[src/rtl/add_stream_ctrl_if.sv]
// Operand-in / result-out stream handshake for add_stream_ctrl.
interface add_stream_ctrl_if;
  logic       in_valid;
  logic       in_ready;
  logic [3:0] in_a;
  logic [3:0] in_b;
  logic       out_valid;
  logic       out_ready;
  logic [4:0] out_sum;

  modport master (
    output in_valid, in_a, in_b, out_ready,
    input  in_ready, out_valid, out_sum
  );

  modport slave (
    input  in_valid, in_a, in_b, out_ready,
    output in_ready, out_valid, out_sum
  );
endinterface

[src/rtl/add_stream_ctrl.sv]
// Buffers operand pairs, feeds an external 4-bit adder from the FIFO head and
// registers {cout, sum} into a valid/ready output stage with a carry counter.
module add_stream_ctrl #(
  parameter int FIFO_DEPTH = 2,
  parameter int CNT_W      = 8
) (
  input  logic               clk,
  input  logic               rst_n,
  add_stream_ctrl_if.slave   s,
  output logic [3:0]         add_a,
  output logic [3:0]         add_b,
  input  logic [3:0]         add_x,
  input  logic               add_cout,
  output logic [CNT_W-1:0]   carry_cnt,
  output logic               busy
);
  localparam int AW = $clog2(FIFO_DEPTH);
  localparam logic [AW:0] DEPTH_C = FIFO_DEPTH[AW:0];

  typedef struct packed {
    logic [3:0] a;
    logic [3:0] b;
  } pair_t;

  pair_t         mem [FIFO_DEPTH];
  pair_t         head;
  logic [AW-1:0] wr_ptr, rd_ptr;
  logic [AW:0]   count;
  logic          empty, push, pop;
  logic          ov_q;
  logic [4:0]    sum_q;

  assign empty      = (count == '0);
  // Ready comes from the occupancy register alone, so a pop on the same edge
  // never opens a slot for a full FIFO.
  assign s.in_ready = (count < DEPTH_C);
  assign push       = s.in_valid && s.in_ready;
  assign pop        = !empty && (!ov_q || s.out_ready);

  assign head  = mem[rd_ptr];
  assign add_a = empty ? 4'b0000 : head.a;
  assign add_b = empty ? 4'b0000 : head.b;

  assign s.out_valid = ov_q;
  assign s.out_sum   = sum_q;
  assign busy        = !empty || ov_q;

  always_ff @(posedge clk) begin
    if (push) mem[wr_ptr] <= '{a: s.in_a, b: s.in_b};
  end

  // Pointers wrap naturally since the depth is a power of two.
  always_ff @(posedge clk or negedge rst_n) begin
    if (!rst_n) begin
      wr_ptr <= '0;
      rd_ptr <= '0;
      count  <= '0;
    end else begin
      if (push) wr_ptr <= wr_ptr + 1'b1;
      if (pop)  rd_ptr <= rd_ptr + 1'b1;
      case ({push, pop})
        2'b10:   count <= count + 1'b1;
        2'b01:   count <= count - 1'b1;
        default: count <= count;
      endcase
    end
  end

  always_ff @(posedge clk or negedge rst_n) begin
    if (!rst_n) begin
      ov_q      <= 1'b0;
      sum_q     <= 5'b00000;
      carry_cnt <= '0;
    end else begin
      if (pop) begin
        ov_q  <= 1'b1;
        sum_q <= {add_cout, add_x};
      end else if (s.out_ready) begin
        ov_q  <= 1'b0;
      end
      if (pop && add_cout && (carry_cnt != {CNT_W{1'b1}}))
        carry_cnt <= carry_cnt + 1'b1;
    end
  end
endmodule

[src/flat_wrapper.sv]
// flat-port wrapper written by rule: the top's interface ports become plain ports
module add_stream_ctrl_flat 
#(
  parameter int FIFO_DEPTH = 2,
  parameter int CNT_W      = 8
)
  (clk, rst_n, add_a, add_b, add_x, add_cout, carry_cnt, busy, s_in_valid, s_in_a, s_in_b, s_out_ready, s_in_ready, s_out_valid, s_out_sum);
  add_stream_ctrl_if s_i ();
  input  logic clk;
  input  logic rst_n;
  output logic [3:0] add_a;
  output logic [3:0] add_b;
  input  logic [3:0] add_x;
  input  logic add_cout;
  output logic [CNT_W-1:0] carry_cnt;
  output logic busy;
  input wire logic [$bits(s_i.in_valid)-1:0] s_in_valid;
  input wire logic [$bits(s_i.in_a)-1:0] s_in_a;
  input wire logic [$bits(s_i.in_b)-1:0] s_in_b;
  input wire logic [$bits(s_i.out_ready)-1:0] s_out_ready;
  output wire logic [$bits(s_i.in_ready)-1:0] s_in_ready;
  output wire logic [$bits(s_i.out_valid)-1:0] s_out_valid;
  output wire logic [$bits(s_i.out_sum)-1:0] s_out_sum;
  assign s_i.in_valid = s_in_valid;
  assign s_i.in_a = s_in_a;
  assign s_i.in_b = s_in_b;
  assign s_i.out_ready = s_out_ready;
  assign s_in_ready = s_i.in_ready;
  assign s_out_valid = s_i.out_valid;
  assign s_out_sum = s_i.out_sum;
  add_stream_ctrl #(.FIFO_DEPTH(FIFO_DEPTH), .CNT_W(CNT_W)) u_core (.clk(clk), .rst_n(rst_n), .s(s_i), .add_a(add_a), .add_b(add_b), .add_x(add_x), .add_cout(add_cout), .carry_cnt(carry_cnt), .busy(busy));
endmodule
[config.mk]
export PLATFORM = sky130hd
export DESIGN_NAME = add_stream_ctrl_flat
export DESIGN_NICKNAME = d
export VERILOG_FILES = /design/src/rtl/add_stream_ctrl_if.sv /design/src/rtl/add_stream_ctrl.sv /design/src/flat_wrapper.sv
export SDC_FILE = /design/constraint.sdc
export NUM_CORES = 1
export LEC_CHECK = 0
export CORE_UTILIZATION = 41
export DETAILED_ROUTE_END_ITERATION = 8
export DONT_BUFFER_PORTS = 1
export PLACE_DENSITY = 0.66
export SKIP_LAST_GASP = 1
export SLEW_MARGIN = 25
export SYNTH_ARGS = -nofsm -noshare
export SYNTH_HDL_FRONTEND = slang
export SYNTH_SLANG_ARGS = --single-unit
[constraint.sdc]
create_clock -name clk -period 3.1 [get_ports clk]
set_input_delay 0.62 -clock clk [delete_from_list [all_inputs] [get_ports clk]]
set_output_delay 0.62 -clock clk [all_outputs]
set_load 0.005 [all_outputs]
==> reports/metrics.yaml <==
power_and_ir_drop:
  clockPowerShare_pct: 15.4
  combPwrFrac_pct: 29.9
  vdd_drop_max_v: 0.000474
  pwr-share-seq_pct: 54.6
  swShare_pct: 35.7
  leakage_nw: 0.617
  p_per_area_nw_per_um2: 921
  intPower_w: 0.000918
  switchingPower_w: 0.000509
detailed_routing:
  num_vias: 823
  ant_nets: 0
  wire_per_inst_um: 14.9
  viasPerCell: 5.28
  drtPass1Iterations: 4
  drtIter0Drc: 18
  wl_um: 2330
  drc: 0
grt:
  grt_pass1_vias: 773
  grt_overflow: 0
  gr-usage-all-layers_pct: 14.6
  grt_max_degree: 19
  antenna_found_initial: 0
  grt_pass1_wl_um: 3660
synthesis:
  synth_area_um2: 1440
  synth_top_area_cell: "edfxtp_1"
  synth-compound-area-share_pct: 3.12
  synthAdderAreaFrac_pct: 1.73
  synth.top_cells.by_area: "edfxtp_1 (33%), dfrtp_1 (31%), mux2i_1 (6.2%)"
  synth-xor-area-share_pct: 3.64
  synthMuxAreaShare_pct: 13.3
  avgSynthCellArea_um2: 14.0
  synth_nets: 122
  synth-seq-cells: 34
  yosysUniqueCellTypes: 28
  synth_top_family_by_area: "multiplexers"
  synth.top_cell.area_share_pct: 33.3
  yosys_warnings: 0
  synthSimpleGateAreaFrac_pct: 12.5
  synth_seq_area_share_pct: 64.5
  syn_inst: 103
timing:
  relSlewSlack_pct: 47.0
  tightest_slew_ns: 0.792
  fin_crit_sh_pct: 67.6
  clock.fmax_mhz: 477
  grt_setup_unrepaired: "no"
  timing.setup.tns_ns: 0
  fin_skew_ns: 0.00626
  min_period_ns: 2.09
  setup_viol: 0
  finalHoldViolations: 0
  maxSlewViolCount: 0
finish:
  seq_area_um2: 931
  mostFrequentLayoutCells: "dfrtp_1 (18), edfxtp_1 (16), nor2_1 (11), mux2i_1 (9), mux2_2 (8)"
  fin_nets: 128
  fill_cells: 318
  layout-drive-gt1-share_pct: 17.3
  multiInputGateArea_um2: 494
  design_area_um2: 1550
  antenna_cells: 0
  utilization_pct: 46.1
  instances_no_fill: 156
  area_growth_pct: 7.37
  final_common_cell: "dfrtp_1"
critical_path:
  critPathKind: "reg2out"
  endpoint_kind: "output port"
  timing.critical_path.from: "u_core.count[0]$_DFFE_PN0P_"
  crit_path_start_kind: "register"
  worstRegToRegCells: 4
  reg2reg_slack_ns: 1.27
  r2r-end: "u_core.carry_cnt[5]$_DFFE_PN0P_"
  crit_fanout: 12
  cp.required_ns: 2.48
  crit_arrival_ns: 1.47
  r2r-start: "u_core.count[0]$_DFFE_PN0P_"
clocking:
  cts_made_buffers: 5
  cts_buffer_depth: 2
  root_buffer: "clkbuf_4"
  clock_latency_ns: 0.32
  ctsResizeCount: 0
  clock-sinks: 34
  htree_levels: 2
  clk_pin_slew_worst_paths_ns: 0.10
  cts_tree: "yes"
worst_hold_path:
  min_path_cells: 0
  hold_path_class: "in2reg"
  hold_end: "u_core.mem[0][3]$_DFFE_PP_"
  min_from: "s_in_b[3]"
die:
  num_rows: 21
  core-area_um2: 3360
  die-area_um2: 3760
  initial_utilization_pct: 42.9
  dieWidth_um: 61.3
  io_pins: 41
  dieHeight_um: 61.3
place:
  dp_hpwl_um: 1650
  place_area_um2: 1490
  io_buffers: 0
  globalplace.congestion: 0.715
  dp.cells: 147
run_status:
  run_status: "finished, final reports clean"
run:
  max_cap_viol_count: 0
-- per-layer routing --
metal	share of wire (%)	track usage, %
met1	41	18.3
met2	48	21.1
met3	8.5	5.88
met4	2.3	9.52
met5	0	0
-- flip-flops by register name, indices dropped and copies added (netlist names) --
register	flops
u_core.mem	16
u_core.carry_cnt	8
u_core.s.out_sum	5
u_core.count	2
u_core.rd_ptr	1
u_core.s.out_valid	1
u_core.wr_ptr	1
-- cells in the mapped netlist (all sizes together) --
cell type / count
a21oi: 1
a31oi: 2
and3: 3
buf: 1
clkbuf: 1
dfrtp: 18
edfxtp: 16
ha: 2
inv: 2
mux2: 9
mux2i: 9
nand2: 5
nand2b: 2
nand3: 2
nand4: 2
nor2: 14
nor2b: 1
nor3: 1
o211ai: 2
o21a: 1
o21ai: 1
or3: 1
or4b: 1
xnor2: 5
xor2: 1
-- worst max path at each step --
stage                                                  to  cells after the start
final                                            add_a[1]                      2
after global routing                             add_b[2]                      2
after CTS                                        add_a[1]                      2
after detailed placement      u_core.count[1]$_DFFE_PN0P_                      5
after global placement    u_core.carry_cnt[5]$_DFFE_PN0P_                      4
after floorplan           u_core.carry_cnt[6]$_DFFE_PN0P_                      4
-- cell type report --
cell class / instances / area share [%]
clock buffers: 6 / 2.66
clock inverters: 2 / 0.565
inverters: 2 / 0.484
multi-input cells: 65 / 31.9
flip-flops and latches: 34 / 60.0
well taps: 46 / 3.71
repair buffers: 1 / 0.646
-- worst max-delay path: stages, from the launching register on --
cell	delay [ns]
dfrtp_1	0.44
nor2_2	0.56
nor2_1	0.16
-- what timing repair did --
item / CTS / global route
hold endpoints to repair: 18 / 0
hold buffers: 1 / 0
buffers inserted: 0 / 0
-- logic make-up (layout without fill, tap and decap cells) --
family                   after synthesis  count (layout)
AO/OA/AOI/OAI                          7               7
XOR/XNOR                               6               6
adder cells (fa/ha/maj)                2               2
buffers and inverters                  4              11
flip-flops                            34              34
multiplexers                          18              18
AND/OR/NAND/NOR                       32              32
-- per-stage QoR --
stage	power [W]	hold WS, ns	setup WS [ns]
final	0.00143	0.383	1.01
after global placement	0.00120	0.325	1.31
after detailed placement	0.00122	0.325	1.27
after floorplan	0.00113	0.324	1.37
after global routing	0.00154	0.340	0.885
after CTS	0.00145	0.365	0.969
-- power by group through the flow --
stage / clock network [W] / logic [W] / registers, W
after floorplan: 0 / 0.000396 / 0.000733
after global placement: 0 / 0.000412 / 0.000786
after detailed placement: 0 / 0.000431 / 0.000791
after CTS: 0.000232 / 0.000438 / 0.000783
after global routing: 0.000261 / 0.000479 / 0.000805
final: 0.000220 / 0.000427 / 0.000780
Power figures use the tool's default switching activity.
